File: src/rtl/alu_result_buffer.sv
// alu_result_buffer: circular FIFO for simple_alu results with a running sum of
// accepted y values, a saturating carry counter and a sticky overflow flag.
`default_nettype none

module alu_result_buffer #(
  parameter int DEPTH = 4,
  parameter int ACC_W = 8
) (
  input  logic                       clk,
  input  logic                       rst_n,
  input  logic                       in_valid,
  output logic                       in_ready,
  input  logic [3:0]                 in_y,
  input  logic                       in_c,
  input  logic [1:0]                 in_op,
  output logic                       out_valid,
  input  logic                       out_ready,
  output logic [6:0]                 out_data,
  input  logic                       acc_clr,
  output logic [ACC_W-1:0]           acc,
  output logic [3:0]                 carry_cnt,
  output logic [$clog2(DEPTH):0]     level,
  output logic                       overflow
);

  localparam int AW    = $clog2(DEPTH);
  localparam int LVL_W = AW + 1;
  localparam logic [LVL_W-1:0] C_FULL = LVL_W'(DEPTH);

  logic [6:0]       mem [DEPTH];
  logic [AW-1:0]    r_wr_ptr;
  logic [AW-1:0]    r_rd_ptr;
  logic [LVL_W-1:0] r_level;
  logic [ACC_W-1:0] r_acc;
  logic [3:0]       r_carry_cnt;
  logic             r_overflow;

  logic             w_push;
  logic             w_pop;
  logic [ACC_W-1:0] w_y_ext;

  assign in_ready  = (r_level != C_FULL);
  assign out_valid = (r_level != '0);
  assign w_push    = in_valid && in_ready;
  assign w_pop     = out_valid && out_ready;
  assign w_y_ext   = ACC_W'(in_y);

  assign out_data  = mem[r_rd_ptr];
  assign level     = r_level;
  assign acc       = r_acc;
  assign carry_cnt = r_carry_cnt;
  assign overflow  = r_overflow;

  // Storage is left unreset; only the pointers and level define validity.
  always_ff @(posedge clk) begin
    if (w_push) begin
      mem[r_wr_ptr] <= {in_op, in_c, in_y};
    end
  end

  // DEPTH is a power of two, so pointer wrap is the natural AW-bit rollover.
  always_ff @(posedge clk or negedge rst_n) begin
    if (!rst_n) begin
      r_wr_ptr <= '0;
      r_rd_ptr <= '0;
      r_level  <= '0;
    end else begin
      if (w_push) r_wr_ptr <= r_wr_ptr + AW'(1);
      if (w_pop)  r_rd_ptr <= r_rd_ptr + AW'(1);
      case ({w_push, w_pop})
        2'b10:   r_level <= r_level + LVL_W'(1);
        2'b01:   r_level <= r_level - LVL_W'(1);
        default: r_level <= r_level;
      endcase
    end
  end

  always_ff @(posedge clk or negedge rst_n) begin
    if (!rst_n) begin
      r_acc       <= '0;
      r_carry_cnt <= '0;
      r_overflow  <= 1'b0;
    end else begin
      if (acc_clr) begin
        r_acc       <= w_push ? w_y_ext : '0;
        r_carry_cnt <= (w_push && in_c) ? 4'd1 : 4'd0;
      end else if (w_push) begin
        r_acc <= r_acc + w_y_ext;
        if (in_c && (r_carry_cnt != 4'hF)) begin
          r_carry_cnt <= r_carry_cnt + 4'd1;
        end
      end
      if (in_valid && (r_level == C_FULL)) begin
        r_overflow <= 1'b1;
      end
    end
  end

endmodule

`default_nettype wire

File: config.mk
export PLATFORM = sky130hd
export DESIGN_NAME = alu_result_buffer
export DESIGN_NICKNAME = d
export VERILOG_FILES = /design/src/rtl/alu_result_buffer.sv
export SDC_FILE = /design/constraint.sdc
export NUM_CORES = 1
export LEC_CHECK = 0
export CORE_MARGIN = 8
export CORE_UTILIZATION = 55
export CTS_BUF_LIST = sky130_fd_sc_hd__clkbuf_2
export DETAILED_ROUTE_END_ITERATION = 7
export PLACE_DENSITY = 0.84
export SKIP_CTS_REPAIR_TIMING = 1
export SLEW_MARGIN = 20
export SYNTH_ARGS = -nofsm -noshare
export SYNTH_HDL_FRONTEND = slang
export SYNTH_SLANG_ARGS = --single-unit
File: constraint.sdc
create_clock -name clk -period 4.4 [get_ports clk]
set_input_delay 0.88 -clock clk [delete_from_list [all_inputs] [get_ports clk]]
set_output_delay 0.88 -clock clk [all_outputs]
set_load 0.02 [all_outputs]
# --- Word level (Yosys, flattened, before mapping) ---
# Memories as Yosys holds them, arrays and structs flattened.
# Cells that the tools add are included.
word_totals:
  reg_bits: 20
  latch_bits: 0
  ram_bits: 28
  romBits: 0
  inputBits: 12
  output_inout_bits: 25
  wordCells: 38
  n_memories: 1
op_classes:
  addsub: 6
  mul: 0
  div_mod_pow: 0
  magnitude_cmp: 0
  eq_ne: 5
  n_shift: 0
  mux: 10
  n_bitwise: 0
  n_reduce_logical: 10
mem_list:
  columns: ["name", "depth", "word_bits", "rd", "rd_clocked_by_memory_dff", "write_ports", "line_no", "source"]
  rows:
  - ["mem", 4, 7, 1, 0, 1, "30", "logic [6:0] mem [DEPTH];"]
op_table:
  columns: ["cell", "count"]
  rows:
  - ["two-way mux 4 bit", 4]
  - ["two-way mux 8 bit", 2]
  - ["adder 8 x 4 -> 8 bit", 1]
  - ["case mux 3 bit (2 select lines)", 1]
  - ["nonzero test 2 bit", 3]
  - ["logical AND 1 bit", 5]
  - ["adder 2 x 1 -> 2 bit, second input constant", 2]
  - ["adder 4 x 1 -> 4 bit, second input constant", 1]
  - ["inequality test 4 bit, second input constant", 1]
  - ["adder 3 x 1 -> 3 bit, second input constant", 1]
  - ["equality test 3 bit, second input constant", 1]
  - ["two-way mux 1 bit", 3]
  - ["inequality test 3 bit, second input constant", 1]
  - ["nonzero test 3 bit", 1]
  - ["subtractor 3 x 1 -> 3 bit, second input constant", 1]
  - ["equality test 2 x 1 -> 1 bit, second input constant", 1]
  - ["equality test 2 bit, second input constant", 1]
  - ["AND reduction 2 bit", 1]

# --- Longest topological paths before layout ---
depth:
  depth_word: 5
  mapped_depth: 10
  depth_no_buf: 9

# --- Least setup slack after synthesis ---
# No wires, ideal clock.
synth_path:
  kind: "input -> register"
  from: "input in_y[0]"
  to: "register r_acc[6], in the netlist acc[6]"
  setup_ps: 128
  arrival_time_ps: 2228
  t_required_ps: 4272
  setup_slack_ps: 2044
  path_stages: 7
  path_buffers: 0
  path_cell_list: "ha_1 > inv_1 > fa_1 > nor2b_1 > o21ai_0 > a211oi_1 > mux2_1"
synth_between:
  elab_chain_cells: 3
synth_rtl:
  columns: ["item", "line_no", "source"]
  rows:
  - ["start: declaration", "13", "input logic [3:0] in_y,"]
  - ["adder 8 x 4 -> 8 bit", "88", "r_acc <= r_acc + w_y_ext;"]
  - ["two-way mux 8 bit", "87", "end else if (w_push) begin"]
  - ["two-way mux 8 bit", "84", "if (acc_clr) begin"]
  - ["end signal: assignment", "85", "r_acc <= w_push ? w_y_ext : '0;"]
  - ["end signal: assignment", "88", null]
  - ["end: declaration", "34", "logic [ACC_W-1:0] r_acc;"]
# Every way passes these cells. The select of a mux whose other input is x is not followed.
# A chain may end at the register's enable or synchronous reset.

# --- Worst setup path in the final report ---
layout_path:
  from: "register r_rd_ptr[0]"
  to: "output out_data[4]"
layout_between:
  elab_chain_cells: 1
layout_rtl:
  columns: ["item", "line_no", "source"]
  rows:
  - ["start: declaration", "32", "logic [AW-1:0] r_rd_ptr;"]
  - ["start signal: assignment", "69", "if (w_pop) r_rd_ptr <= r_rd_ptr + AW'(1);"]
  - ["memory (4 x 7 bit)", null, null]
  - ["end: declaration", "18", "output logic [6:0] out_data,"]
# Every way passes these cells.

==> qor.csv <==
metric;value;unit
global placer's final weighted congestion;0.8243;
Synth area leaders;edfxtp_1, dfrtp_1, mux4_2;
Max Freq;320.0;MHz
Max IR drop VDD;0.0002176;V
Synthesis Warnings;0;
Critical Path Fanout Max;9;
Clock Sinks;48;
worst-margin pin slew;0.9065;ns
register area share after synthesis;59.96;%
via count;1383;
Final min period;3.125;ns
Netlist cell types;41;
hpwl dp;3101;um
Worst Hold Class;register to register;
biggest cell delay along the critical path;0.72;ns
total CTS buffers;5;
R2R depth;9;
layout cells sized above 1;9.184;%
setup TNS;0;ns
vias per inst;5.622;
# IOs;37;
Critical R2R Launch;level[1];
clk buf depth;2;
number of synthesized register bits;48;
final worst setup slack;1.275;ns
Hold EP;overflow;
Die Height;79.78;um
crit path capture type;output pin;
Overflow after GRT;0;
Power per Cell Area;563.7;mW/mm^2
Slew Viols, Final;0;
WS Path Type;register to output pin;
startpoint types;register;
Synth Flop Type;edfxtp_1;
Synth async-reset ratio;41.67;%
endpoints failing hold;0;
number of inserted diodes;0;
clk root buf;clkbuf_2;
RR Endpoint;level[2];
slowest cell on the critical path;dfrtp_1;
top cell type's share of synthesized area;37.58;%
Area growth syn-to-layout;19.30;%
Synth Area per Inst;14.16;sq um
first-pass GRT wire length;7086;um
# DRC;0;
number of global-route vias before repair;1503;
relative slew slack;39.38;%
Setup violations, final;0;
Netlist Area Pre-Place;0.002237;sq mm
critical path required time;3.52;ns
core area;0.003971;sq mm
WP data arrival;2.25;ns
chip width;79.78;um
antenna-violating nets left;0;
Fillers;276;
initial antenna violation count;0;
commonest non-fill, non-tap cell in the layout;clkdlybuf4s50_1;
Final Util;67.20;%
initial core utilization;56.33;%
Wirelength per Cell;17.11;um
Die ar.;0.006364;sq mm
Post-synth EDFFs;28;
Synth area leader;edfxtp_1;
Final period util;71.03;%
Hold WS;0.5082;ns
Clock transition at path regs;0.25;ns
Mapped Cells;158;
Worst R2R Setup Slack;1.93;ns
GRT Total Usage;14.18;%
Initial DRC Count;54;
worst hold stages;1;
clk_skew;0.01897;ns
clock latency on the worst-skew pair;0.41;ns
nets;219;
pre-CTS WS;1.262;ns
status;finished, final reports clean;
min-delay src;overflow;
syn_nets;182;
largest net degree at the start of global routing;22;
CTS tree;yes;
RSZ-0062 raised after global routing;false;
total power;1.504;mW
max cap viols;0;
H-tree depth;2;
routed wire length;4209;um
commonest cells after routing, fill and taps aside;clkdlybuf4s50_1, edfxtp_1, dfrtp_1;
Leak Pwr;1.039;nW
I/O Buffers;36;
cells along the critical path;mux4_2, clkdlybuf4s50_1;
Cell Rows;23;
drt first pass iters;4;
==> cell type report <==
type	count	area, sq um	area share (%)
Timing Repair Buffer	36	360.3	13.50
Inverter	11	46.29	1.735
Sequential cell	48	1341	50.26
Clock buffer	5	25.02	0.9376
Multi-Input combinational cell	93	814.5	30.52
Clock inverter	3	18.77	0.7032
Tap cell	50	62.56	2.344
==> state kept, by name, indices dropped and copies added, names as in the netlist <==
name and count:
carry_cnt 4, level 3, mem 28, r_wr_ptr 2, r_rd_ptr 2, acc 8, overflow 1
==> through the flow <==
step,area [sq um],std cells
global route,2669,246
finish,2669,246
CTS,2669,246
detailed placement,2625,238
global placement,2625,238
floorplan,2237,158
==> how the worst max path moves through the flow <==
stage,depth (start not counted),end,from,slack (ns)
after floorplan,7,acc[6],in_y[0],2.04
after global placement,8,acc[6],in_y[0],1.39
after detailed placement,8,acc[6],in_y[0],1.26
after CTS,2,out_data[2],r_rd_ptr[0],1.20
after global routing,2,out_data[2],r_rd_ptr[0],1.14
final,2,out_data[4],r_rd_ptr[0],1.27
==> synth_stat cells (2+ instances only) <==
library cell	n
nor3b_1	2
mux2_1	2
ha_1	10
mux2_2	2
and2_1	2
inv_1	10
nand3_1	7
xnor2_1	4
fa_1	2
nand2_1	4
o21ai_0	8
and3_1	4
a211oi_1	2
edfxtp_1	28
clkbuf_1	2
dfrtp_1	20
mux2i_1	4
nor2_1	7
nor2b_1	5
or3_1	2
mux4_2	7
a21oi_1	3
xor2_1	3
==> metal layers <==
metal	global-route usage [%]	part of all wire (%)
met3	3.716	5.9
met5	0	0
met2	24.53	51
met4	5.636	1.4
met1	16.29	42
==> power breakdown <==
part / internal, mW / switching, mW / total, mW / leakage [nW]
clock: 0.0368 / 0.141 / 0.177 / 0.0226
combinational: 0.327 / 0.320 / 0.647 / 0.508
sequential: 0.587 / 0.0924 / 0.680 / 0.508
==> cells by family after synthesis <==
logic type / count (synthesis) / share of synthesized area [%]
and+or+nand+nor: 39 / 9.787
adders and majority gates: 12 / 7.383
DFF: 48 / 59.96
buffers and inverters: 17 / 3.635
AOI/OAI and AO/OA: 20 / 5.649
xor gates and xnor gates: 7 / 2.741
muxes: 15 / 10.85
==> critical path: cells and delay by family (launching register included) <==
kind,cells,cell delay [ns]
DFF,1,0.72
muxes,1,0.58
buffers and inverters,1,0.55
Note: power is estimated with default switching activity, not from simulation.
